===== config.mk =====
export PLATFORM = sky130hd
export DESIGN_NAME = tree_sum_accumulator
export DESIGN_NICKNAME = d
export VERILOG_FILES = /design/src/rtl/tree_sum_accumulator.sv
export SDC_FILE = /design/constraint.sdc
export NUM_CORES = 1
export LEC_CHECK = 0
export BUFFER_PORTS_ARGS = -buffer_cell sky130_fd_sc_hd__buf_4
export CAP_MARGIN = 10
export CELL_PAD_IN_SITES_DETAIL_PLACEMENT = 2
export CELL_PAD_IN_SITES_GLOBAL_PLACEMENT = 2
export CORE_UTILIZATION = 37
export CTS_BUF_LIST = sky130_fd_sc_hd__clkbuf_8 sky130_fd_sc_hd__clkbuf_16
export CTS_CLUSTER_DIAMETER = 120
export CTS_CLUSTER_SIZE = 25
export DETAILED_ROUTE_END_ITERATION = 6
export GPL_TIMING_DRIVEN = 0
export PLACE_DENSITY = 0.9
export SETUP_SLACK_MARGIN = 0.2
export SKIP_CTS_REPAIR_TIMING = 1
export SLEW_MARGIN = 40
export SYNTH_ARGS = -nofsm -noshare
export SYNTH_HDL_FRONTEND = slang
export SYNTH_SLANG_ARGS = --single-unit

===== constraint.sdc =====
create_clock -name clk -period 7.1 [get_ports clk]
set_input_delay 0.71 -clock clk [delete_from_list [all_inputs] [get_ports clk]]
set_output_delay 0.71 -clock clk [all_outputs]
set_load 0.02 [all_outputs]

===== src/rtl/tree_sum_accumulator.sv =====
// Accumulates groups of signed tree-adder sums into one wide result.
// Halved-precision mode keeps two independent lanes with no carry between them.
module tree_sum_accumulator #(
    parameter int IN_WIDTH  = 32,
    parameter int OUT_WIDTH = 48,
    parameter int LEN_WIDTH = 8
) (
    input  logic                 clk,
    input  logic                 rst,
    input  logic [LEN_WIDTH-1:0] cfg_len,
    input  logic                 halved_precision,
    input  logic [IN_WIDTH-1:0]  in_data,
    input  logic                 in_valid,
    output logic                 in_ready,
    output logic [OUT_WIDTH-1:0] out_data,
    output logic                 out_valid,
    input  logic                 out_ready,
    output logic                 out_ovf
);

    localparam int HI = IN_WIDTH / 2;
    localparam int HO = OUT_WIDTH / 2;

    typedef enum logic [1:0] {
        IDLE  = 2'd0,
        ACCUM = 2'd1,
        DONE  = 2'd2
    } state_t;

    state_t               state, state_d;
    logic [OUT_WIDTH-1:0] acc, acc_d;
    logic [LEN_WIDTH:0]   cnt, cnt_d;
    logic [LEN_WIDTH-1:0] len, len_d;
    logic                 halved, halved_d;
    logic                 ovf, ovf_d;

    logic [LEN_WIDTH-1:0] len_first;
    logic [LEN_WIDTH:0]   cnt_inc;
    logic                 cnt_hit;
    logic [OUT_WIDTH-1:0] ext_full, sum_full;
    logic [HO-1:0]        ext_lo, ext_hi;
    logic [HO-1:0]        sum_lo, sum_hi;
    logic                 ovf_full, ovf_lo, ovf_hi;

    assign ext_full = OUT_WIDTH'($signed(in_data));
    assign ext_lo   = HO'($signed(in_data[HI-1:0]));
    assign ext_hi   = HO'($signed(in_data[IN_WIDTH-1:HI]));

    assign sum_full = acc + ext_full;
    assign sum_lo   = acc[HO-1:0] + ext_lo;
    assign sum_hi   = acc[OUT_WIDTH-1:HO] + ext_hi;

    // Signed overflow: operands agree in sign, result does not.
    assign ovf_full = (acc[OUT_WIDTH-1] == ext_full[OUT_WIDTH-1])
                   && (sum_full[OUT_WIDTH-1] != acc[OUT_WIDTH-1]);
    assign ovf_lo   = (acc[HO-1] == ext_lo[HO-1])
                   && (sum_lo[HO-1] != acc[HO-1]);
    assign ovf_hi   = (acc[OUT_WIDTH-1] == ext_hi[HO-1])
                   && (sum_hi[HO-1] != acc[OUT_WIDTH-1]);

    assign len_first = (cfg_len == '0) ? LEN_WIDTH'(1) : cfg_len;
    assign cnt_inc   = cnt + (LEN_WIDTH+1)'(1);
    assign cnt_hit   = (cnt_inc == {1'b0, len});

    assign in_ready  = (state != DONE);
    assign out_valid = (state == DONE);
    assign out_data  = acc;
    assign out_ovf   = ovf;

    always_ff @(posedge clk) begin
        if (rst) begin
            state  <= IDLE;
            acc    <= '0;
            cnt    <= '0;
            len    <= '0;
            halved <= 1'b0;
            ovf    <= 1'b0;
        end else begin
            state  <= state_d;
            acc    <= acc_d;
            cnt    <= cnt_d;
            len    <= len_d;
            halved <= halved_d;
            ovf    <= ovf_d;
        end
    end

    always_comb begin
        state_d  = state;
        acc_d    = acc;
        cnt_d    = cnt;
        len_d    = len;
        halved_d = halved;
        ovf_d    = ovf;
        unique case (state)
            IDLE: begin
                if (in_valid) begin
                    len_d    = len_first;
                    halved_d = halved_precision;
                    acc_d    = halved_precision ? {ext_hi, ext_lo}
                                                : ext_full;
                    cnt_d    = (LEN_WIDTH+1)'(1);
                    ovf_d    = 1'b0;
                    state_d  = (len_first == LEN_WIDTH'(1)) ? DONE
                                                            : ACCUM;
                end
            end
            ACCUM: begin
                if (in_valid) begin
                    cnt_d = cnt_inc;
                    if (halved) begin
                        acc_d = {sum_hi, sum_lo};
                        ovf_d = ovf | ovf_lo | ovf_hi;
                    end else begin
                        acc_d = sum_full;
                        ovf_d = ovf | ovf_full;
                    end
                    if (cnt_hit) begin
                        state_d = DONE;
                    end
                end
            end
            DONE: begin
                if (out_ready) begin
                    state_d = IDLE;
                end
            end
            default: state_d = IDLE;
        endcase
    end

endmodule


# After elaboration in Yosys (flattened, before gate mapping)
# Cells that the tools add are included.
[op_classes]
n_addsub = 4
n_eq_ne = 14
mux = 19
bitwise = 3
reduce_logical = 9
[op_table]
columns = ["cell", "count"]
rows = [
  ["48-bit two-way mux", 3],
  ["48-bit case mux with 2 select lines", 1],
  ["24-bit adder", 2],
  ["48-bit adder", 1],
  ["39-bit two-way mux", 1],
  ["9-bit two-way mux", 2],
  ["9-bit case mux with 2 select lines", 1],
  ["2-bit two-way mux", 5],
  ["9-bit by 1-bit adder with 9-bit output (second input constant)", 1],
  ["9-bit by 8-bit equality test with 1-bit output", 1],
  ["8-bit by 1-bit equality test with 1-bit output (second input constant)", 1],
  ["8-bit logical NOT", 1],
  ["8-bit two-way mux", 1],
  ["2-bit != test (second input constant)", 4],
  ["2-bit case mux with 3 select lines", 1],
  ["4-bit AND reduction", 1],
  ["1-bit logical AND", 3],
  ["1-bit two-way mux", 3],
  ["1-bit != test", 3],
  ["1-bit OR", 3],
  ["3-bit AND reduction", 1],
  ["1-bit equality test", 2],
  ["2-bit by 1-bit equality test with 1-bit output (second input constant)", 1],
  ["2-bit equality test (second input constant)", 1],
  ["other kinds (5)", 5],
]
[totals]
regBits = 69
output_inout_bits = 51

# Longest topological paths before layout
[logic_depth]
word_depth = 8
mapped_depth = 12
depth_no_buf = 12

# Least setup slack after synthesis
# Ideal clock, no wire load.
[synth_path]
kind = "input port to flip-flop"
start = "input port in_data[0]"
end = "register acc[36], in the netlist out_data[36]"
setup_time_ns = 0.129
arrival_ns = 3.000
required_time_ns = 6.971
slack_ns = 3.972
path_stages = 11
n_path_buf = 0
path_cell_list = "ha_1 > fa_1 > a21o_1 > nand4_1 > a211oi_1 > o311ai_1 > a2111oi_0 > nor2_1 > o21ai_0 > nor4b_1 > a211oi_1"
[synth_between]
elab_chain_len = 4
[synth_rtl]
columns = ["element", "line_no", "source"]
rows = [
  ["start: declaration", "12", "input logic [IN_WIDTH-1:0] in_data,"],
  ["48-bit adder", "49", "assign sum_full = acc + ext_full;"],
  ["48-bit two-way mux", "111", "if (halved) begin"],
  ["48-bit two-way mux", "109", "if (in_valid) begin"],
  ["48-bit case mux with 2 select lines", "95", "unique case (state)"],
  ["end signal: assignment", "73", "acc <= '0;"],
  ["end signal: assignment", "80", "acc <= acc_d;"],
  ["end: declaration", "31", "logic [OUT_WIDTH-1:0] acc, acc_d;"],
]
# Every way passes these cells. The select of a mux whose other input is x is not followed.
# A chain may end at the register's enable or synchronous reset.

# Worst setup path after layout
# Same ends and word-level chain as after synthesis.

==> results by group <==
Synthesis
  • Yosys warnings: 0
  • Async SR Flop Fraction: 0%
  • Seq/Total Area, Yosys: 18.8%
  • Top cell type's share of synthesized area: 18.8%
  • Post-synth EDFFs: 0
  • Cell taking the most area after synthesis: dfxtp_1
  • Top post-synthesis cells by area: dfxtp_1, ha_1, a21oi_1
  • Mux contribution to synthesized area: 2.87%
  • Synth Register Bits: 69
  • Mapped Avg Cell Area: 7.41 um2
  • Mapped Cells: 990
  • Synth Area in XOR/XNOR: 7.76%
  • Largest family of logic cells by synthesized area: compound AO/OA/AOI/OAI gates
  • Count of cell types in the netlist: 73
  • Main synth FF type: dfxtp_1
  • Mapped Area: 7330 um2
  • Post-synthesis compound-gate area fraction: 34.0%
  • Post-Syn Nets: 1107
  • Adder-cell share of the synthesized area: 12.5%
  • Post-Synth Simple-Gate Area: 20.2%

Cells and area
  • Most common cell after layout, fill and taps aside: a21oi_1
  • FILL cells: 2260
  • Fin nets: 1212
  • Fin util: 44.6%
  • Area Overhead vs Synth: 18.3%
  • Layout cells sized above 1: 11.9%
  • Commonest non-fill, non-tap cells in the layout: a21oi_1, nand2_1, buf_4
  • Diodes inserted: 0

Job
  • Max-cap viol count: 0

Routing
  • Via density: 6.36
  • Antenna Violating Nets Remaining: 0
  • Vias: 8683
  • Iter 0 DRT Violations: 470
  • Post-Route WL: 34700 um
  • # DRC: 0
  • WL/cell: 25.4 um
  • Initial DRT Pass Iterations: 5

STA
  • Clock skew: 0.0109 ns
  • Slew margin rel.: 41.6%
  • Worst Setup Slack, final: 3.37 ns
  • RSZ-0062 raised after global routing: no
  • Final Hold Viols: 0
  • Tcrit/Tclk final: 52.5%
  • Final hold slack: 0.481 ns
  • Min cycle time layout: 3.73 ns
  • Worst Max-Slew Pin Slew: 0.875 ns
  • Final setup violation count: 0
  • Slew Limit Fails: 0
  • Final setup TNS: 0 ns
  • Fmax: 268 MHz

Global route
  • Initial antenna violation count: 0
  • First-pass GRT wire length: 53400 um
  • Global route hottest layer: met2
  • Met1 usage in global routing: 41.2%
  • Pin count of the biggest net entering global routing: 24
  • Vias in the first global route: 9502
  • Gr ovfl total: 0
  • Grt met3 use: 5.23%
  • GRT met2 Usage: 60.4%
  • Global Route Usage Sum: 34.6%

Worst setup path
  • Crit path kind: input port to register
  • Startpoint types: input port
  • CP Cell Sequence: buf_4, ha_1, fa_1, a21o_1, nand4_1, a211oi_1, o311ai_2, a2111oi_0, nor2_1, o21ai_0, nor4b_1, a211oi_1
  • Worst-path fanout max: 4
  • Reg2Reg Launch Point: out_data[0]$_SDFFE_PP0P_
  • Crit path capture type: register
  • Worst Path Required: 7.35 ns
  • Crit path DAT: 3.98 ns
  • CP max stage delay: 0.60 ns
  • R2R cell count: 11
  • CP max-delay cell: o311ai_2
  • R2R setup slack: 3.43 ns
  • Capturing point of the worst reg2reg path: out_data[36]$_SDFFE_PP0P_
  • Most frequent CP cell: a211oi_1

Clock tree
  • Number of CTS-inserted buffers: 9
  • CTS tree: built
  • Clock transition at path regs: 0.07 ns
  • Clock tree buffer depth: 2
  • Worst-skew pair later-pin latency: 0.37 ns
  • H-Tree Depth: 3
  • Clock sinks: 69
  • Root Driver: clkbuf_16

Floorplanning
  • Site Rows: 51
  • Starting Density: 37.7%
  • Die width: 143 um
  • Die area: 20400 um2
  • # IOs: 96
  • Die height: 143 um
  • Core Box Area: 19500 um2

Min path
  • Hold Path Cell Cnt: 2
  • Worst min path class: register to register
  • Hold Crit Endpoint: out_data[8]$_SDFFE_PP0P_
  • Worst hold path startpoint: out_data[8]$_SDFFE_PP0P_

Power
  • Max IR drop VDD: 0.000204 V
  • Pwr dens: 202 nW/um2
  • Leak: 3.72 nW

Placement
  • DP HPWL: 25400 um
  • IO buf count: 94
  • RePlAce Congestion: 0.938
  • Pre-CTS WS: 2.93 ns

Run status
  • Status: finished, final reports clean
[where the power goes]
group	leakage [nW]	switching [W]	internal [W]	total (W)
logic	3.01	0.000505	0.000292	0.000797
registers	0.568	0.0000436	0.000419	0.000463
clock network	0.142	0.000221	0.000274	0.000495
total	3.72	0.000769	0.000985	0.00175
[synth_stat cells, drive strengths merged (5+ instances only)]
master and number:
mux2i 21, inv 23, a211o 5, o221ai 11, and2 5, dfxtp 69
nand4 16, nor3b 6, nand2b 16, o21a 14, nand3 20, o31ai 5
nor3 18, xnor2 41, nor2 70, a21oi 127, nor4 9, o211ai 7
a221oi 8, a31oi 7, o21ai 80, a21o 31, clkbuf 48, o21bai 17
xor2 24, nand2 109, or3 5, a211oi 30, and3 15, ha 70
o22ai 5
[state kept, by name (all words and copies together) (netlist names)]
register / count
out_ovf: 1
out_data: 48
len: 8
state: 2
halved: 1
cnt: 9
[worst max-delay path, delay by kind of cell]
family	cells	cell delay, ns
compound gates	6	1.53
simple gates	3	0.89
fa+ha+maj	2	0.72
buf+inv	1	0.12
[kinds of logic after synthesis]
kind of cell               Yosys count
and+or+nand+nor                    308
AOI/OAI and AO/OA                  381
xor gates and xnor gates            65
adders and majority gates           72
DFF                                 69
muxes                               21
buffers and inverters               74
[metrics by stage]
stage	cells	instance area, um2	total power [W]
4_1_cts	1365	8670	0.00174
5_1_grt	1365	8680	0.00183
3_3_place_gp	1349	8370	0.00119
6_report	1365	8680	0.00175
2_1_floorplan	990	7330	0.000965
3_5_place_dp	1349	8370	0.00123
[per-layer routing]
layer,share of wire [%],vias to the layer above
li1,-,3912
met1,42,4371
met2,49,306
met3,5.2,94
met4,3.7,0
met5,0,-
[layout make-up]
| class | count | area, um2 | area share [%] |
|---|---|---|---|
| Inverter | 23 | 86.3 | 0.995 |
| Buffer | 51 | 199 | 2.29 |
| Tap cell | 265 | 332 | 3.82 |
| Timing Repair Buffer | 94 | 706 | 8.13 |
| Sequential cell | 69 | 1380 | 15.9 |
| Clock inverter | 7 | 72.6 | 0.836 |
| Multi-Input combinational cell | 847 | 5670 | 65.4 |
| Clock buffer | 9 | 225 | 2.60 |
[how the worst max path moves through the flow]
stage               startpoint  cells after the start                         to  slack [ns]
floorplan           in_data[0]                     11  out_data[36]$_SDFFE_PP0P_        3.97
global placement    in_data[0]                     12  out_data[36]$_SDFFE_PP0P_        3.03
detailed placement  in_data[0]                     12  out_data[36]$_SDFFE_PP0P_        2.93
CTS                 in_data[0]                     12  out_data[36]$_SDFFE_PP0P_        3.19
global route        in_data[0]                     12  out_data[32]$_SDFFE_PP0P_        3.22
finish              in_data[0]                     12  out_data[36]$_SDFFE_PP0P_        3.37
Note: power is estimated with default switching activity, not from simulation.
